`src/rtl/mc_pkg.sv`:
```
// Shared types and encodings for the multi-cycle processor control unit:
// state encoding, opcodes, ALU codes, mux select codes and the control word.
package mc_pkg;

   typedef enum logic [3:0] {
      FETCH, DECODE, MEMADR, MEMRD, MEMWB, MEMWR,
      RTEXEC, IMMEX, ALUWB, BRANCH, JUMP, ERR
   } state_t;

   localparam logic [5:0] OP_RTYPE = 6'b000000;
   localparam logic [5:0] OP_LW    = 6'b100011;
   localparam logic [5:0] OP_SW    = 6'b101011;
   localparam logic [5:0] OP_ADDI  = 6'b001000;
   localparam logic [5:0] OP_ORI   = 6'b001101;
   localparam logic [5:0] OP_LUI   = 6'b001111;
   localparam logic [5:0] OP_BGTZ  = 6'b000111;
   localparam logic [5:0] OP_J     = 6'b000010;

   localparam logic [2:0] ALU_LUI  = 3'd0;
   localparam logic [2:0] ALU_ADD  = 3'd1;
   localparam logic [2:0] ALU_OR   = 3'd4;
   localparam logic [2:0] ALU_PASS = 3'd7;

   localparam logic [1:0] SRCB_RT     = 2'b00;
   localparam logic [1:0] SRCB_FOUR   = 2'b01;
   localparam logic [1:0] SRCB_IMM    = 2'b10;
   localparam logic [1:0] SRCB_IMM_SH = 2'b11;

   localparam logic [1:0] PC_ALU    = 2'b00;
   localparam logic [1:0] PC_ALUOUT = 2'b01;
   localparam logic [1:0] PC_JUMP   = 2'b10;

   typedef struct packed {
      logic       pc_write;
      logic [1:0] pc_src;
      logic       iord;
      logic       mem_read;
      logic       mem_write;
      logic       ir_write;
      logic       reg_dst;
      logic       mem_to_reg;
      logic       reg_write;
      logic       alu_src_a;
      logic [1:0] alu_src_b;
      logic [2:0] alu_control;
      logic       illegal;
      logic       err;
   } ctrl_t;

   // Successor of DECODE; FETCH means the opcode is not supported.
   function automatic state_t decode_next(logic [5:0] op);
      case (op)
         OP_LW, OP_SW:           return MEMADR;
         OP_RTYPE:               return RTEXEC;
         OP_ADDI, OP_ORI, OP_LUI: return IMMEX;
         OP_BGTZ:                return BRANCH;
         OP_J:                   return JUMP;
         default:                return FETCH;
      endcase
   endfunction

   function automatic logic is_wait_state(state_t s);
      return (s == FETCH) || (s == MEMRD) || (s == MEMWR);
   endfunction

endpackage

```
`src/rtl/mc_out_dec.sv`:
```
// Combinational control-word decode from the current state, opcode and the
// two input flags that some states react to within the same cycle.
module mc_out_dec
   import mc_pkg::*;
(
   input  state_t      state,
   input  logic [5:0]  op,
   input  logic        gtz,
   input  logic        mem_ready,
   output ctrl_t       ctrl
);

   always_comb begin
      // NOTE: every field gets a default before the case so no path leaves one unassigned (no latch).
      ctrl = '0;
      case (state)
         FETCH: begin
            ctrl.mem_read    = 1'b1;
            ctrl.alu_src_b   = SRCB_FOUR;
            ctrl.alu_control = ALU_ADD;
            ctrl.pc_src      = PC_ALU;
            ctrl.ir_write    = mem_ready;
            ctrl.pc_write    = mem_ready;
         end
         DECODE: begin
            ctrl.alu_src_b   = SRCB_IMM_SH;
            ctrl.alu_control = ALU_ADD;
            ctrl.illegal     = (decode_next(op) == FETCH);
         end
         MEMADR: begin
            ctrl.alu_src_a   = 1'b1;
            ctrl.alu_src_b   = SRCB_IMM;
            ctrl.alu_control = ALU_ADD;
         end
         MEMRD: begin
            ctrl.iord     = 1'b1;
            ctrl.mem_read = 1'b1;
         end
         MEMWB: begin
            ctrl.mem_to_reg = 1'b1;
            ctrl.reg_write  = 1'b1;
         end
         MEMWR: begin
            ctrl.iord      = 1'b1;
            ctrl.mem_write = 1'b1;
         end
         RTEXEC: begin
            ctrl.alu_src_a   = 1'b1;
            ctrl.alu_src_b   = SRCB_RT;
            ctrl.alu_control = ALU_ADD;
         end
         IMMEX: begin
            ctrl.alu_src_a = 1'b1;
            ctrl.alu_src_b = SRCB_IMM;
            case (op)
               OP_ORI:  ctrl.alu_control = ALU_OR;
               OP_LUI:  ctrl.alu_control = ALU_LUI;
               default: ctrl.alu_control = ALU_ADD;
            endcase
         end
         ALUWB: begin
            ctrl.reg_write = 1'b1;
            ctrl.reg_dst   = (op == OP_RTYPE);
         end
         BRANCH: begin
            ctrl.pc_src   = PC_ALUOUT;
            ctrl.pc_write = gtz;
         end
         JUMP: begin
            ctrl.pc_src      = PC_JUMP;
            ctrl.pc_write    = 1'b1;
            ctrl.alu_control = ALU_PASS;
         end
         ERR:     ctrl.err = 1'b1;
         default: ctrl = '0;
      endcase
   end

endmodule

```
`src/rtl/mc_ctrl.sv`:
```
// Multi-cycle processor control unit: state register, next-state logic and a
// memory wait watchdog that parks the machine in ERR until reset.
module mc_ctrl
   import mc_pkg::*;
#(
   parameter int WAIT_LIMIT = 15
) (
   input  logic       clk,
   input  logic       rst_n,
   input  logic [5:0] op,
   input  logic       gtz,
   input  logic       mem_ready,
   output logic       pc_write,
   output logic [1:0] pc_src,
   output logic       iord,
   output logic       mem_read,
   output logic       mem_write,
   output logic       ir_write,
   output logic       reg_dst,
   output logic       mem_to_reg,
   output logic       reg_write,
   output logic       alu_src_a,
   output logic [1:0] alu_src_b,
   output logic [2:0] alu_control,
   output logic       illegal,
   output logic       err
);

   localparam int CW = $clog2(WAIT_LIMIT + 1);

   state_t        state, state_nxt;
   logic [CW-1:0] wait_cnt;
   logic          waiting, timeout;
   state_t        dec_state;
   logic          dec_ready;
   ctrl_t         ctrl;

   assign waiting = is_wait_state(state) && !mem_ready;
   assign timeout = waiting && (wait_cnt == CW'(WAIT_LIMIT - 1));

   always_comb begin
      state_nxt = state;
      case (state)
         FETCH:   if (mem_ready) state_nxt = DECODE;
         DECODE:  state_nxt = decode_next(op);
         MEMADR:  state_nxt = (op == OP_LW) ? MEMRD : MEMWR;
         MEMRD:   if (mem_ready) state_nxt = MEMWB;
         MEMWR:   if (mem_ready) state_nxt = FETCH;
         RTEXEC,
         IMMEX:   state_nxt = ALUWB;
         MEMWB,
         ALUWB,
         BRANCH,
         JUMP:    state_nxt = FETCH;
         ERR:     state_nxt = ERR;
         default: state_nxt = FETCH;
      endcase
      // A ready in the final allowed cycle has already advanced state_nxt above.
      if (timeout) state_nxt = ERR;
   end

   always_ff @(posedge clk) begin
      // NOTE: sequential state uses non-blocking assignments so all registers update together.
      if (!rst_n) begin
         state    <= FETCH;
         wait_cnt <= '0;
      end else begin
         state    <= state_nxt;
         wait_cnt <= (waiting && state_nxt == state) ? wait_cnt + 1'b1 : '0;
      end
   end

   // While reset is asserted the outputs already show FETCH, minus the loads.
   assign dec_state = rst_n ? state : FETCH;
   assign dec_ready = rst_n & mem_ready;

   mc_out_dec u_out_dec (
      .state     (dec_state),
      .op        (op),
      .gtz       (gtz),
      .mem_ready (dec_ready),
      .ctrl      (ctrl)
   );

   assign pc_write    = ctrl.pc_write;
   assign pc_src      = ctrl.pc_src;
   assign iord        = ctrl.iord;
   assign mem_read    = ctrl.mem_read;
   assign mem_write   = ctrl.mem_write;
   assign ir_write    = ctrl.ir_write;
   assign reg_dst     = ctrl.reg_dst;
   assign mem_to_reg  = ctrl.mem_to_reg;
   assign reg_write   = ctrl.reg_write;
   assign alu_src_a   = ctrl.alu_src_a;
   assign alu_src_b   = ctrl.alu_src_b;
   assign alu_control = ctrl.alu_control;
   assign illegal     = ctrl.illegal;
   assign err         = ctrl.err;

endmodule

```
`config.mk`:
```
export PLATFORM = sky130hd
export DESIGN_NAME = mc_ctrl
export DESIGN_NICKNAME = d
export VERILOG_FILES = /design/src/rtl/mc_pkg.sv /design/src/rtl/mc_out_dec.sv /design/src/rtl/mc_ctrl.sv
export SDC_FILE = /design/constraint.sdc
export NUM_CORES = 1
export LEC_CHECK = 0
export CORE_ASPECT_RATIO = 0.7
export CORE_MARGIN = 8
export CORE_UTILIZATION = 46
export DETAILED_ROUTE_END_ITERATION = 8
export GPL_ROUTABILITY_DRIVEN = 0
export PLACE_DENSITY = 0.89
export SLEW_MARGIN = 20
export SYNTH_ARGS = -nofsm -noshare
export SYNTH_HDL_FRONTEND = slang
export SYNTH_SLANG_ARGS = --single-unit
```
`constraint.sdc`:
```
create_clock -name clk -period 1.9 [get_ports clk]
set_clock_uncertainty 0.15 [all_clocks]
set_input_delay 0.475 -clock clk [delete_from_list [all_inputs] [get_ports clk]]
set_output_delay 0.475 -clock clk [all_outputs]
set_load 0.005 [all_outputs]
```
==> impl_metrics.csv, run 1 <==
group,metric,value,unit
yosys,synthMuxAreaShare,0,
yosys,synthesis.area,918,µm²
floorplan,fp.dieH,53.4,µm
yosys,dominantRegCellSynth,"sky130_fd_sc_hd__dfxtp_1",
yosys,synth_xor_area_frac,0.0477,
yosys,yosysSeqAreaShare,0.174,
yosys,async_reset_ff_frac,0,
yosys,synth.ff_latch_count,8,
run_status,run.stop_error,"[ERROR DPL-0038] Utilization greater than 100%, impossible to legalize",
run_status,run_status,"stopped before the end",
yosys,synth_top_family_by_area,"simple AND/OR/NAND/NOR gates",
yosys,post_synth_main_area_contributors,"sky130_fd_sc_hd__dfxtp_1 (17%), sky130_fd_sc_hd__nor2_1 (5.7%), sky130_fd_sc_hd__nor3_1 (4.4%), sky130_fd_sc_hd__nand2_1 (4.1%), sky130_fd_sc_hd__nand2b_1 (4.1%)",
sta,grt_repair_worst_endpoint,"pc_write",
clock_tree,clock-sinks,8,
clock_tree,cts-hold-fix-buffers,0,
run_status,stop_stage,"global routing",
yosys,syn_nets,140,
place,detailedPlacementHpwl,2910,µm
floorplan,row_count,13,
yosys,syn_avg_cell_area,7.17,µm²
yosys,synth_cell_type_count,49,
yosys,post_synth_fa_ha_maj_area_fraction,0.0272,
yosys,post-synth-top-area-cell,"sky130_fd_sc_hd__dfxtp_1",
floorplan,design.portCount,28,
place,place.port_buffers,27,
clock_tree,clock_tree.htree_level_count,1,
clock_tree,cts-root-buf,"sky130_fd_sc_hd__clkbuf_4",
clock_tree,clock_path_buffers,2,
yosys,synth.yosys.warnings,0,
yosys,synthDominantCellAreaShare,0.174,
yosys,netlist_instances,128,
grt,pin_count_of_the_biggest_net_entering_global_routing,10,
place,dp_worst_setup_slack,-1.18,ns
yosys,synth_compound_gate_area_share,0.275,
yosys,synth-edff-count,0,
yosys,post_synth_and_or_nand_nor_area_fraction,0.390,
floorplan,die_w,69.4,µm
floorplan,starting_density_of_the_core,0.491,
clock_tree,cts_made_buffers,3,
sta,timing.repair.worst_endpoint_type,"primary output",
cell usage after synthesis (2+ instances only):
| library cell | count |
|---|---|
| sky130_fd_sc_hd__nand2b_1 | 6 |
| sky130_fd_sc_hd__nand2_1 | 10 |
| sky130_fd_sc_hd__a21oi_1 | 6 |
| sky130_fd_sc_hd__nor3_1 | 8 |
| sky130_fd_sc_hd__xnor2_1 | 4 |
| sky130_fd_sc_hd__o2111ai_1 | 2 |
| sky130_fd_sc_hd__o211ai_1 | 2 |
| sky130_fd_sc_hd__nand3_1 | 3 |
| sky130_fd_sc_hd__and4b_2 | 3 |
| sky130_fd_sc_hd__dfxtp_1 | 8 |
| sky130_fd_sc_hd__inv_1 | 7 |
| sky130_fd_sc_hd__nor4_1 | 3 |
| sky130_fd_sc_hd__a211oi_1 | 2 |
| sky130_fd_sc_hd__buf_2 | 6 |
| sky130_fd_sc_hd__nor2_1 | 14 |
| sky130_fd_sc_hd__ha_1 | 2 |
| sky130_fd_sc_hd__o21ai_0 | 7 |
| sky130_fd_sc_hd__a311oi_1 | 2 |
| sky130_fd_sc_hd__buf_4 | 2 |
| sky130_fd_sc_hd__nor3b_1 | 2 |
per-stage QoR:
stage                     std cells  hold slack (ns)  setup TNS (ns)   util  cell area [µm²]
after floorplan                 128            0.280        -0.00303      -              918
after detailed placement        206            0.311          -16.78  0.779             1460
after CTS                       224            0.323           -1.68  0.949             1780
after global placement          206            0.295          -15.24  0.779             1460
kinds of logic after synthesis:
logic type,Yosys count
AOI/OAI and AO/OA,34
xor gates and xnor gates,5
adders and majority gates,2
buffers and inverters,17
DFF,8
and+or+nand+nor,62
repair_timing:
action / 4_1_cts
buffers inserted: 15
gates resized for setup: 171
pin swaps: 18
hold endpoints to repair: 0
endpoints found under the setup margin: 26
==> inputs of run 2 (changes only) <==
--- a/config.mk
+++ b/config.mk
@@ -5,12 +5,11 @@
 export SDC_FILE = /design/constraint.sdc
 export NUM_CORES = 1
 export LEC_CHECK = 0
-export CORE_ASPECT_RATIO = 0.7
-export CORE_MARGIN = 8
-export CORE_UTILIZATION = 46
+export CORE_AREA = 8 8 69 71
 export DETAILED_ROUTE_END_ITERATION = 8
+export DIE_AREA = 0 0 77 79
 export GPL_ROUTABILITY_DRIVEN = 0
-export PLACE_DENSITY = 0.89
+export PLACE_DENSITY_LB_ADDON = 0.15
 export SLEW_MARGIN = 20
 export SYNTH_ARGS = -nofsm -noshare
 export SYNTH_HDL_FRONTEND = slang
==> impl_metrics.csv, run 2 <==
group,metric,value,unit
floorplan,placeableCoreArea,0.00380,mm²
yosys,netlist_instances,128,
yosys,post_synth_main_area_contributors,"sky130_fd_sc_hd__dfxtp_1 (17%), sky130_fd_sc_hd__nor2_1 (5.7%), sky130_fd_sc_hd__nor3_1 (4.4%), sky130_fd_sc_hd__nand2_1 (4.1%), sky130_fd_sc_hd__nand2b_1 (4.1%)",
critical_path,worstPathArrival,1.56,ns
power_and_ir_drop,power_leakage,0.000916,µW
routing,detail-route-antenna-nets,0,
power_and_ir_drop,power.density,307,mW/mm²
yosys,synth.yosys.warnings,0,
run,maximum_capacitance_violations,0,
critical_path,r2r_start,"state[1]$_SDFF_PN0_",
floorplan,starting_density_of_the_core,0.242,
sta,rsz0062_at_grt,"true",
critical_path,worst_setup_path_end_kind,"primary output",
sta,worstMarginPinSlew,0.413,ns
sta,maxSlewViolCount,0,
power_and_ir_drop,power.ir.vdd_worst,0.295,mV
critical_path,cp.required,1.27,ns
routing,drt_pass1_iterations,4,
critical_path,worstReg2RegEnd,"wait_cnt[3]$_SDFF_PN0_",
run_status,run_status,"complete, but fails checks",
cells_and_area,final_common_cell,"sky130_fd_sc_hd__buf_4",
yosys,yosysSeqAreaShare,0.174,
floorplan,design.portCount,28,
yosys,post_synth_most_frequent_cells,"sky130_fd_sc_hd__nor2_1 (14), sky130_fd_sc_hd__nand2_1 (10), sky130_fd_sc_hd__dfxtp_1 (8), sky130_fd_sc_hd__nor3_1 (8)",
routing,drt-total-wl,4270,µm
clock_tree,cts-root-buf,"sky130_fd_sc_hd__clkbuf_8",
sta,max-slew-margin-rel,0.724,
cells_and_area,postLayoutCoreUtil,0.566,
yosys,synth-edff-count,0,
critical_path,worstPathMaxFanout,3,
grt,grtUsageMet1,0.151,
clock_tree,clock_tree.htree_level_count,1,
yosys,post-synth-top-area-cell,"sky130_fd_sc_hd__dfxtp_1",
sta,max_clock_freq,457,MHz
critical_path,worst-setup-path-type,"input port to primary output",
grt,grt.met3_usage,0.0181,
sta,fin_worst_hold_slack,0.317,ns
place,dpl_cell_area,0.00154,mm²
yosys,synth.ff_latch_count,8,
routing,route.vias.total,1345,
critical_path,timing.reg2reg.worst_path_depth,9,
place,detailedPlacementHpwl,2840,µm
cells_and_area,n_antenna_cell,0,
routing,number_of_remaining_drc_errors,0,
clock_tree,cts_tree,"built",
clock_tree,clock_path_buffers,2,
grt,global_route.usage.total,0.138,
grt,grt_first_pass_wirelength,6910,µm
place,placed_instances,241,
yosys,syn_avg_cell_area,7.17,µm²
routing,first_iter_violations,33,
cells_and_area,finalNonFillerCells,269,
grt,grt_antenna_before_repair,0,
sta,finalWorstPathRequiredPeriod,2.19,ns
grt,grt_overflow,0,
worst_hold_path,cell_depth_of_the_worst_min_delay_path,1,
clock_tree,cts_made_buffers,3,
sta,timing.final.hold_violations,0,
cells_and_area,final_area,0.00215,mm²
worst_hold_path,hold_start,"wait_cnt[0]$_SDFF_PN0_",
cells_and_area,final_layout_size_suffix_gt1_frac,0.685,
yosys,synth_most_common_cell,"sky130_fd_sc_hd__nor2_1",
cells_and_area,net_count_final,233,
sta,setup_slack,-0.289,ns
floorplan,floorplan.die_area,0.00608,mm²
sta,finalCritPeriodShare,1.15,
cells_and_area,layout.filler_cells,362,
floorplan,fp.dieH,79,µm
sta,setup_viol,11,
yosys,synth_cell_type_count,49,
worst_hold_path,worstHoldEndpoint,"wait_cnt[0]$_SDFF_PN0_",
critical_path,worst_setup_path_start_kind,"input port",
yosys,synthDominantCellAreaShare,0.174,
cells_and_area,flow.area_growth_from_synthesis,134,%
yosys,dominantRegCellSynth,"sky130_fd_sc_hd__dfxtp_1",
clock_tree,clkSlewWorstSetupHoldPaths,0.04,ns
critical_path,worst-r2r-setup-slack,0.12,ns
grt,pin_count_of_the_biggest_net_entering_global_routing,9,
floorplan,row_count,23,
routing,via_density,5.00,
run_status,violated_checks,"setup timing",
yosys,synthesis.area,918,µm²
clock_tree,clock-sinks,8,
yosys,syn_nets,140,
cells_and_area,reg_top3,"state (4), wait_cnt (4)",
grt,grt-busiest-layer,"met2",
floorplan,die_w,77,µm
clock_tree,worstSkewPairLatency,0.23,ns
grt,use_met2,0.253,
yosys,async_reset_ff_frac,0,
routing,routed_wire_length_per_instance,15.9,µm
cells_and_area,mostFrequentLayoutCells,"sky130_fd_sc_hd__buf_4 (40), sky130_fd_sc_hd__buf_6 (32), sky130_fd_sc_hd__buf_2 (19)",
worst_hold_path,holdCritPathClass,"flop to flop",
grt,vias_in_the_first_global_route,1429,
place,place.port_buffers,27,
==> run 2: cell counts after synthesis <==
Identical to the previous run, type by type.
==> run 2: repair_timing <==
action,CTS,global route
setup buffers,23,4
hold buffers,0,0
resized for setup,189,22
pin swaps,27,22
hold endpoints to repair,0,0
setup endpoints to repair,26,24
==> run 2: per-stage QoR <==
| stage | setup WS, ns | setup TNS (ns) | power, µW |
|---|---|---|---|
| floorplan | -0.00303 | -0.00303 | 247 |
| global placement | -1.18 | -16.60 | 357 |
| detailed placement | -1.21 | -16.97 | 358 |
| CTS | -0.332 | -1.55 | 643 |
| global route | -0.353 | -2.16 | 693 |
| finish | -0.289 | -1.45 | 660 |
==> run 2: report_power, final <==
part | internal, µW | switching [µW]
Combinational | 155 | 121
Sequential | 171 | 3.92
Clock | 138 | 71.6
Total | 464 | 196
==> run 2: how the worst max path moves through the flow <==
stage,startpoint,to,slack [ns],cells past startpoint
after global routing,op[3],illegal,-0.35,7
after floorplan,op[3],alu_control[2],-0.003,4
after detailed placement,op[0],reg_dst,-1.21,7
after CTS,op[3],illegal,-0.33,7
final,op[3],illegal,-0.29,7
after global placement,op[0],reg_dst,-1.18,7
==> run 2: critical path, stage by stage <==
cell and delay (ns):
sky130_fd_sc_hd__buf_6 0.09, sky130_fd_sc_hd__buf_6 0.11, sky130_fd_sc_hd__and4b_2 0.23, sky130_fd_sc_hd__nor3_4 0.12, sky130_fd_sc_hd__nor2_1 0.05, sky130_fd_sc_hd__nor4_1 0.31, sky130_fd_sc_hd__buf_2 0.17
==> run 2: layout make-up <==
type	instances	area [µm²]	share of cell area
Timing Repair Buffer	98	865	0.402
Multi-Input combinational cell	103	973	0.453
Sequential cell	8	170	0.0791
Clock buffer	3	41.3	0.0192
Inverter	7	38.8	0.0180
Tap cell	50	62.6	0.0291
==> run 2: metal layers <==
metal | vias up | wire [µm]
met1 | 642 | 1790
met4 | 0 | 161
met5 | - | 0
li1 | 662 | -
met2 | 29 | 2190
met3 | 12 | 132
==> run 2: cells by family after synthesis <==
logic type	count (synthesis)	synth area share
AO/OA/AOI/OAI	34	0.275
XOR/XNOR	5	0.0477
adder cells (fa/ha/maj)	2	0.0272
buffers and inverters	17	0.0858
flip-flops	8	0.174
AND/OR/NAND/NOR	62	0.390
Note: power is estimated with default switching activity, not from simulation.
==> variant 1, RTL diff (settings of run 2) <==
Reset style: asynchronous (`rst_n`), changed in one clocked block.
--- a/src/rtl/mc_ctrl.sv
+++ b/src/rtl/mc_ctrl.sv
@@ -60,5 +60,5 @@
    end
 
-   always_ff @(posedge clk) begin
+   always_ff @(posedge clk or negedge rst_n) begin
       // NOTE: sequential state uses non-blocking assignments so all registers update together.
       if (!rst_n) begin
Function: no difference found for any inputs over 10 cycles, from zero or initial values and one cycle with rst_n low; that may be too few to reach the edited logic, so the function may still have changed.
==> variant 1 against run 2 <==
The flow still finishes with violations (negative setup slack); hold slack got worse by 0.25 ns; setup slack better by 0.045 ns; routed wire length shrank 5.6%; register-to-register slack worse by 0.09 ns; area after synthesis up 2.0%; sequential share of layout area increased by 2.0 points; cell area decreased by 4.4%; sequential cell count unchanged; largest cell class unchanged; highest routed layer unchanged.
Power is left out: it rests on default switching activity, and per cell area and clock period it moved more than threefold.
==> variant 1: results <==
[run_status]
status = finished, violations left
violations = negative setup slack

[logic_synthesis]
yosysTopAreaCellShare_pct = 21.4
synthesis.nets = 140
synth.distinct_cells = 42
synthArstFlopShare_pct = 100
syn_area_per_cell_sq_um = 7.32
seq_area_frac_synth_pct = 21.4
ys_warn_count = 0
ys.flop_type = dfrtp_1
synthTopCellsByCount = 19 x nor2_1, 15 x nand2_1, 8 x dfrtp_1, 7 x buf_2, 7 x nand3_1
yosys-top-cells-area = dfrtp_1 21%, nor2_1 7.6%, nand2_1 6.0%

[drt]
drt_first_pass_iters = 4
drt_iter0_markers = 50
vias = 1357
wl_mm = 4.04

[layout]
nets = 233
top_regs = state x4, wait_cnt x4
drive_gt1_share_pct = 64.8
instances_no_fill = 269
layout_commonest_cell = buf_4
diodes = 0

[timing]
max_slew_margin_pct = 72.3
tns_ns = -0.977
setup_violations = 10
whs_ns = 0.0697
fin_ws_ns = -0.244

[clock_network]
cts_buffer_depth = 2
path_clk_slew_ns = 0.04
numCtsBuffers = 3
insertion_delay_ns = 0.23
h-tree-depth = 1
cts-root-buf = clkbuf_8

[worst_setup_path]
endpoint = illegal
crit_fanout = 4
critPathLaunch = op[0]
critical_path.top_delay_family = simple AND/OR/NAND/NOR gates
r2r_cells = 6
critPathArrivalTime_ns = 1.52
r2r_slack_ns = 0.03
slowest_delay_ns = 0.24
crit_path_top_delay_cell = nor4bb_1
r2r-start = state[0]
r2r-end = state[1]

[placement]
dp.cells = 238
io_buffer_count = 27
place_ws_ns = -1.08
placed_cell_area_sq_mm = 0.00154
dp_hpwl_mm = 2.77

[grt]
grt_pass1_vias = 1306
grt_max_degree = 14
grt_antenna_before_repair = 0
grt_usage_pct = 12.8
grt_pass1_wl_mm = 6.46

[min_path]
min_path_type = in2async
==> variant 1: layout make-up <==
cell class	count	area [sq um]
timing repair buffer	98	826
clock buffer	3	41.3
multi-input combinational	106	908
fill	364	1740
tap	50	62.6
inverter	4	15.0
sequential	8	204
==> variant 1: timing repair <==
item,4_1_cts,5_1_grt
resized for setup,168,31
setup buffers,20,11
hold buffers,0,0
endpoints found under the setup margin,22,20
hold endpoints to repair,0,0
pin swaps,26,26
gates cloned,0,0
==> variant 1: cells by family after synthesis <==
group | after synthesis | share of synthesized area (%)
XOR/XNOR | 6 | 5.61
adder cells (fa/ha/maj) | 2 | 2.67
multiplexers | 1 | 1.20
AND/OR/NAND/NOR | 70 | 39.1
flip-flops | 8 | 21.4
buffers and inverters | 14 | 8.14
AO/OA/AOI/OAI | 27 | 21.9
==> variant 1: metal layers <==
metal	GRT usage, %	part of all wire (%)	up-vias
li1	-	-	649
met1	14.5	40	656
met2	24.0	53	43
met3	2.60	4.9	9
met4	3.21	1.8	0
met5	0	0	-
==> variant 2, RTL diff (settings of run 2) <==
Made on the original files. `WAIT_LIMIT`: 15 -> 30.
--- a/src/rtl/mc_ctrl.sv
+++ b/src/rtl/mc_ctrl.sv
@@ -4,5 +4,5 @@
    import mc_pkg::*;
 #(
-   parameter int WAIT_LIMIT = 15
+   parameter int WAIT_LIMIT = 30
 ) (
    input  logic       clk,
Check against the original RTL: no difference found for any inputs over 10 cycles, from zero or initial values and one cycle with rst_n low; that may be too few to reach the edited logic, so the function may still have changed.
==> variant 2 against run 2 <==
The run still ends with negative setup slack left; power increased by 6.5%; global-route usage down 1.4 points; sequential cell count grew 1; cell area decreased by 2.7%; setup slack improved by 0.17 ns; area after synthesis increased by 1.5%; routed wire length down 6.8%; combinational power increased by 3%; critical endpoint is now alu_control[2]; largest cell class unchanged.
==> variant 2: results <==
[drt]
drt_iter0_markers = 37
post_drt_wl_per_cell_um = 14.5
vias_per_cell = 4.99

[layout]
nets = 237
drive_gt1_share_pct = 66.1
nFillCells = 352
top_regs = wait_cnt x5, state x4

[run_status]
violations = negative setup slack
status = finished, violations left

[power_and_ir_drop]
swShare_pct = 29.5
leakage_nw = 0.876

[placement]
dp_hpwl_mm = 2.79

[logic_synthesis]
synth_compound_area_share_pct = 27.9
synthMuxAreaShare_pct = 1.07
synthAdderAreaFrac_pct = 3.76
synth_xor_area_share_pct = 4.70
synthTopCellsByCount = 15 x nor3_1, 12 x nor2_1, 9 x dfxtp_1, 8 x nand2_1, 7 x nand3_1
seq_area_frac_synth_pct = 19.3
yosys-top-cells-area = dfxtp_1 19%, nor3_1 8.1%, nor2_1 4.8%
synth.distinct_cells = 50

[worst_setup_path]
r2r_cells = 5
r2r-start = state[3]
crit_fanout = 6
r2r-end = wait_cnt[2]
r2r_slack_ns = 0.02
critPathArrivalTime_ns = 1.39

[timing]
fin_ws_ns = -0.117
setup_violations = 9
tns_ns = -0.588
worstMarginPinSlew_ns = 0.321
whs_ns = 0.351

[grt]
grt_pass1_vias = 1348
grt_max_degree = 11
grt_pass1_wl_mm = 6.28
grt_usage_pct = 12.3
-- variant 2: worst max-delay path by stage --
| stage | start | to | slack (ns) | cells past startpoint |
|---|---|---|---|---|
| final | state[3] | alu_control[2] | -0.12 | 5 |
| after floorplan | rst_n | alu_control[2] | 0.08 | 5 |
| after global placement | op[5] | illegal | -0.90 | 5 |
| after global routing | state[3] | alu_control[2] | -0.22 | 5 |
| after CTS | state[0] | pc_write | -0.13 | 5 |
| after detailed placement | op[2] | illegal | -0.96 | 5 |
-- variant 2: cell type report --
cell class | instances | area share, %
multi-input combinational | 105 | 45.4
timing repair buffer | 101 | 39.2
sequential | 9 | 9.21
tap | 50 | 2.99
inverter | 5 | 1.02
clock buffer | 4 | 2.15
-- variant 2: kinds of logic (layout without fill, tap and decap cells) --
logic type	count (synthesis)	count (layout)
AO/OA/AOI/OAI	33	33
XOR/XNOR	5	5
adder cells (fa/ha/maj)	3	3
buffers and inverters	14	110
flip-flops	9	9
multiplexers	1	1
AND/OR/NAND/NOR	63	63
-- variant 2: routing by layer --
metal	global-route usage (%)	share of wire, %	vias to the layer above
met1	14.5	43	649
met4	4.34	2.0	0
li1	-	-	668
met3	2.60	4.7	9
met5	0	0	-
met2	21.7	50	40
-- variant 2: critical path: stages (launching register included) --
cell and delay [ns]:
dfxtp_4 0.36, and2b_1 0.22, nand2_2 0.09, nor4_4 0.25, o21a_1 0.14, buf_2 0.10
-- variant 2: metrics by stage --
step	worst slack, ns	cell area [sq um]	std cells	power, mW
final	-0.117	2090	274	0.703
after global routing	-0.219	2090	274	0.743
after detailed placement	-0.961	1610	247	0.416
after global placement	-0.905	1610	247	0.414
after CTS	-0.135	1920	267	0.685
after floorplan	0.0813	938	128	0.282
-- variant 2: timing repair --
item / 4_1_cts / 5_1_grt
pin swaps: 19 / 23
resized for setup: 155 / 41
endpoints found under the setup margin: 27 / 19
buffers inserted: 19 / 8
-- variant 2: power groups by stage --
stage               logic (mW)  clock network [mW]  registers, mW
floorplan               0.0807                   0          0.201
global placement         0.210                   0          0.204
detailed placement       0.212                   0          0.204
CTS                      0.260               0.226          0.198
global route             0.307               0.237          0.199
finish                   0.285               0.219          0.199
